## config.mk

```make
export PLATFORM = sky130hd
export DESIGN_NAME = gray_conv_arbiter
export DESIGN_NICKNAME = d
export VERILOG_FILES = /design/src/rtl/gray_pkg.sv /design/src/rtl/gray2bin.sv /design/src/rtl/gray_conv_arbiter.sv
export SDC_FILE = /design/constraint.sdc
export NUM_CORES = 1
export LEC_CHECK = 0
export ABC_CLOCK_PERIOD_IN_PS = 3000
export BUFFER_PORTS_ARGS = -buffer_cell sky130_fd_sc_hd__buf_2
export CAP_MARGIN = 10
export CORE_MARGIN = 2
export CORE_UTILIZATION = 54
export DETAILED_ROUTE_END_ITERATION = 8
export GPL_ROUTABILITY_DRIVEN = 0
export PLACE_DENSITY = 0.79
export SLEW_MARGIN = 0
export SYNTH_ARGS = -nofsm -noshare
export SYNTH_HDL_FRONTEND = slang
export SYNTH_SLANG_ARGS = --single-unit
```

## constraint.sdc

```tcl
create_clock -name clk -period 3 [get_ports clk]
set_input_delay 0.15 -clock clk [delete_from_list [all_inputs] [get_ports clk]]
set_output_delay 0.15 -clock clk [all_outputs]
set_load 0.02 [all_outputs]
```

## src/rtl/gray_pkg.sv

```systemverilog
// gray_pkg: shared constants and Gray-code helper functions
package gray_pkg;
  localparam int GRAY_W_DEFAULT = 4;
  localparam int GRAY_NREQ_DEFAULT = 4;
  localparam int GRAY_MAX_W = 32;
  function automatic logic [GRAY_MAX_W-1:0] g2b(input logic [GRAY_MAX_W-1:0] g);
    logic [GRAY_MAX_W-1:0] b;
    b[GRAY_MAX_W-1] = g[GRAY_MAX_W-1];
    for (int k = GRAY_MAX_W-2; k >= 0; k--) b[k] = b[k+1] ^ g[k];
    return b;
  endfunction
  function automatic int unsigned popcount(input logic [GRAY_MAX_W-1:0] v);
    int unsigned c;
    c = 0;
    for (int k = 0; k < GRAY_MAX_W; k++) c += 32'(v[k]);
    return c;
  endfunction
endpackage

```

## src/rtl/gray2bin.sv

```systemverilog
// gray2bin: combinational Gray-to-binary converter; zero-extension leaves low bits intact
module gray2bin
  import gray_pkg::*;
#(
  parameter int W = GRAY_W_DEFAULT
) (
  input  logic [W-1:0] g,
  output logic [W-1:0] b
);
  assign b = W'(g2b(GRAY_MAX_W'(g)));
endmodule

```

## src/rtl/gray_conv_arbiter.sv

```systemverilog
// gray_conv_arbiter: round-robin share of one Gray converter with per-requester step check
module gray_conv_arbiter
  import gray_pkg::*;
#(
  parameter int N_REQ = GRAY_NREQ_DEFAULT,
  parameter int W = GRAY_W_DEFAULT,
  localparam int IDW = $clog2(N_REQ)
) (
  input  logic               clk,
  input  logic               rst,
  input  logic [N_REQ-1:0]   req_valid,
  input  logic [N_REQ*W-1:0] req_gray,
  output logic [N_REQ-1:0]   req_ready,
  output logic               out_valid,
  output logic [W-1:0]       out_bin,
  output logic [IDW-1:0]     out_id,
  output logic               out_err,
  input  logic               out_ready
);
  logic [IDW-1:0] r_rr_ptr, w_gnt, r_out_id;
  logic           w_found, w_can_accept, w_accept, w_err, r_out_valid, r_out_err;
  logic [W-1:0]   w_gray, w_bin, r_out_bin;
  logic [W-1:0]   r_last [N_REQ];
  logic [N_REQ-1:0] r_seen;
  // first valid requester at or after rr_ptr; downward loop so the nearest one wins
  always_comb begin
    w_gnt = r_rr_ptr;
    w_found = 1'b0;
    for (int i = N_REQ-1; i >= 0; i--)
      if (req_valid[r_rr_ptr + IDW'(i)]) begin
        w_gnt = r_rr_ptr + IDW'(i);
        w_found = 1'b1;
      end
  end
  assign w_can_accept = !rst && (!r_out_valid || out_ready);
  assign w_accept = w_found && w_can_accept;
  assign req_ready = w_accept ? N_REQ'(1) << w_gnt : '0;
  assign w_gray = req_gray[w_gnt*W +: W];
  assign w_err = r_seen[w_gnt] && (popcount(GRAY_MAX_W'(w_gray ^ r_last[w_gnt])) > 1);
  gray2bin #(.W(W)) u_g2b (.g(w_gray), .b(w_bin));
  // output slot and round-robin pointer; pointer moves only on acceptance
  always_ff @(posedge clk) begin
    if (rst) begin
      r_out_valid <= 1'b0;
      r_out_bin <= '0;
      r_out_id <= '0;
      r_out_err <= 1'b0;
      r_rr_ptr <= '0;
    end else if (w_accept) begin
      r_out_valid <= 1'b1;
      r_out_bin <= w_bin;
      r_out_id <= w_gnt;
      r_out_err <= w_err;
      r_rr_ptr <= w_gnt + IDW'(1);
    end else if (out_ready) begin
      r_out_valid <= 1'b0;
    end
  end
  // per-requester history of the last accepted Gray word
  always_ff @(posedge clk) begin
    if (rst) begin
      r_seen <= '0;
      for (int i = 0; i < N_REQ; i++) r_last[i] <= '0;
    end else if (w_accept) begin
      r_seen[w_gnt] <= 1'b1;
      r_last[w_gnt] <= w_gray;
    end
  end
  assign out_valid = r_out_valid;
  assign out_bin = r_out_bin;
  assign out_id = r_out_id;
  assign out_err = r_out_err;
endmodule

```

==> flow_metrics.py <==
metrics = {
    "outcome": {
        "status": "complete, no violations",
    },
    "timing": {
        "max_slew_margin": 0.205,
        "setup_ws_ps": 213,
        "max_freq_ghz": 0.359,
        "worst_pin_slew_ps": 1180,
        "period_minus_slack_ps": 2790,
        "fin_skew_ps": 6.52,
        "slew_violations": 0,
        "hold_violations": 0,
        "period_share": 0.929,
        "setup_viol": 0,
    },
    "drt": {
        "drt_iter0_drc": 41,
        "drt-total-wl_mm": 3.75,
        "wl_per_cell_um": 15.2,
        "drc": 0,
        "vias": 1411,
        "ant_nets": 0,
        "via_per_inst": 5.74,
        "first_pass_iters": 4,
    },
    "setup_path": {
        "cp.arrival_ps": 3060,
        "start_kind": "flop",
        "critPathRequiredTime_ps": 3270,
        "crit_end": "out_err",
        "critical_path_class": "flop to flop",
        "endpoint_kind": "flop",
        "r2r-start": "r_rr_ptr[1]",
        "startpoint": "r_rr_ptr[1]",
        "r2r_cells": 11,
        "rrSetupSlack_ps": 210,
        "cp_max_fo": 22,
        "r2r_end": "out_err",
    },
    "cells_and_area": {
        "diodes": 0,
        "fin_cells": 246,
        "fin_util": 0.669,
        "nFillCells": 232,
        "syn2layout_area_growth_pct": 15.3,
        "drive_above_1_share": 0.251,
        "multi_input_area_um2": 807,
        "nNetsFinal": 242,
        "regArea_um2": 761,
        "postLayoutCellArea_mm2": 0.00189,
    },
    "clock_tree": {
        "tritoncts": "built",
        "clkSinkCount": 30,
        "cts-buffers-inserted": 5,
        "hold_buffers": 0,
        "cts_post_setup_buffers_inserted": 0,
        "cts_resized": 0,
        "cts-root-buf": "clkbuf_4",
        "clk_latency_ps": 330,
        "clock_path_buffers": 2,
        "htreeDepth": 2,
        "cts.clk_slew.worst_paths_ps": 90,
    },
    "placement": {
        "place_area_mm2": 0.00184,
        "dpl.cell_count": 238,
        "hpwl_mm": 2.71,
        "port_buffers": 34,
        "pre_cts_ws_ps": 206,
    },
    "logic_synthesis": {
        "synth_area_leader_cell": "edfxtp_1",
        "synth_area_leaders": "edfxtp_1 29%, dfxtp_1 17%, nand2_1 7.8%, nor2_1 4.8%, ha_1 3.1%",
        "synthCells": 179,
        "netlist_area_mm2": 0.00164,
        "synth_commonest_cells": "34 x nand2_1, 21 x nor2_1, 16 x edfxtp_1",
        "synth_edf_count": 16,
        "synth_top_cell_area_share": 0.293,
        "synth_nets": 207,
        "ys_seq_elements": 30,
        "ys_warn_count": 0,
        "ys_seq_area_frac": 0.464,
        "yosysMostFrequentCell": "nand2_1",
        "ys.flop_type": "edfxtp_1",
        "ys_types": 40,
        "syn_area_per_cell_um2": 9.16,
        "async_flop_share": 0,
    },
    "global_route": {
        "track_usage": 0.237,
        "antenna_found_initial": 0,
        "globalRouteMet3Util": 0.0459,
        "grt_pass1_vias": 1346,
        "grt_max_degree": 23,
        "grt_overflow_total": 0,
        "grt-busiest-layer": "met2",
        "met1_usage": 0.284,
        "grt_use_met2": 0.403,
        "grt_pass1_wl_mm": 6.07,
    },
    "floorplanning": {
        "core-area_mm2": 0.00283,
        "io_pins": 35,
        "die_width_um": 59.1,
        "die_y_um": 59.1,
        "row_count": 19,
        "start_util": 0.580,
        "die-area_mm2": 0.00349,
    },
    "run": {
        "cap_violations": 0,
    },
    "pwr": {
        "leakagePower_uw": 0.000825,
        "power_density_mw_per_mm2": 712,
        "vdd_drop_max_uv": 542,
    },
    "min_path": {
        "hold_class": "primary input to flop",
    },
}
through the flow:
stage | setup TNS [ps] | total power [µW] | hold slack, ps
detailed placement | 0 | 1130 | 423
floorplan | 0 | 959 | 371
global route | -2.47 | 1440 | 110
global placement | 0 | 1090 | 424
CTS | 0 | 1350 | 77.2
finish | 0 | 1350 | 84.7
critical path, stage by stage, from the launching register on:
cell and delay [ps]:
dfxtp_1 420, and3b_1 230, a2111oi_4 60, nor2_2 180
buf_4 270, nand2_1 90, and3_1 180, a31oi_1 180
xor2_1 250, fa_1 460, o21ai_0 240, a32o_1 170
worst min path at each step:
stage / from / endpoint / slack [ps] / depth (start not counted)
2_1_floorplan: out_ready / out_valid / 370 / 3
3_3_place_gp: rst / out_valid / 420 / 2
3_5_place_dp: rst / out_bin[3] / 420 / 2
4_1_cts: rst / out_valid / 80 / 2
5_1_grt: rst / out_valid / 110 / 2
6_report: rst / r_rr_ptr[0] / 80 / 2
metal layers:
metal	share of wire	up-vias
li1	-	691
met4	0.023	0
met5	0	-
met1	0.44	663
met2	0.48	46
met3	0.054	11
logic make-up (layout without fill, tap and decap cells):
family	after synthesis	in the layout	synth area share
simple gates	83	83	0.227
compound gates	35	35	0.164
flops	30	30	0.464
buf+inv	17	53	0.0473
xor+xnor	6	6	0.0366
fa+ha+maj	5	5	0.0427
mux	3	3	0.0183
cell usage in the layout (no fill, tap or decap), types with 4 or more instances in the layout:
master / n
and2_1: 4
buf_4: 6
a21oi_1: 8
ha_1: 4
o21ai_0: 5
nand2_1: 34
inv_1: 4
buf_2: 34
and3_1: 4
xor2_1: 4
nor2b_1: 4
clkbuf_4: 5
nor2_1: 21
nand3_1: 6
o21a_1: 5
edfxtp_1: 16
dfxtp_1: 14
where the power goes:
part           switching, µW  total, µW  internal, µW
combinational            356        585           228
sequential              32.4        542           509
clock                    131        221          89.9
flip-flops by register name, summed over array words and instances, names as in the netlist:
signal,flops
r_last,16
out_bin,4
r_seen,4
out_id,2
r_rr_ptr,2
out_err,1
out_valid,1
cell type report:
type	count	share of cell area
clock buffers	7	0.0238
clock inverters	1	0.00198
flip-flops and latches	30	0.402
multi-input cells	132	0.427
inverters	5	0.0112
repair buffers	40	0.114
well taps	31	0.0205
No activity file was read; power rests on OpenSTA's default activity.
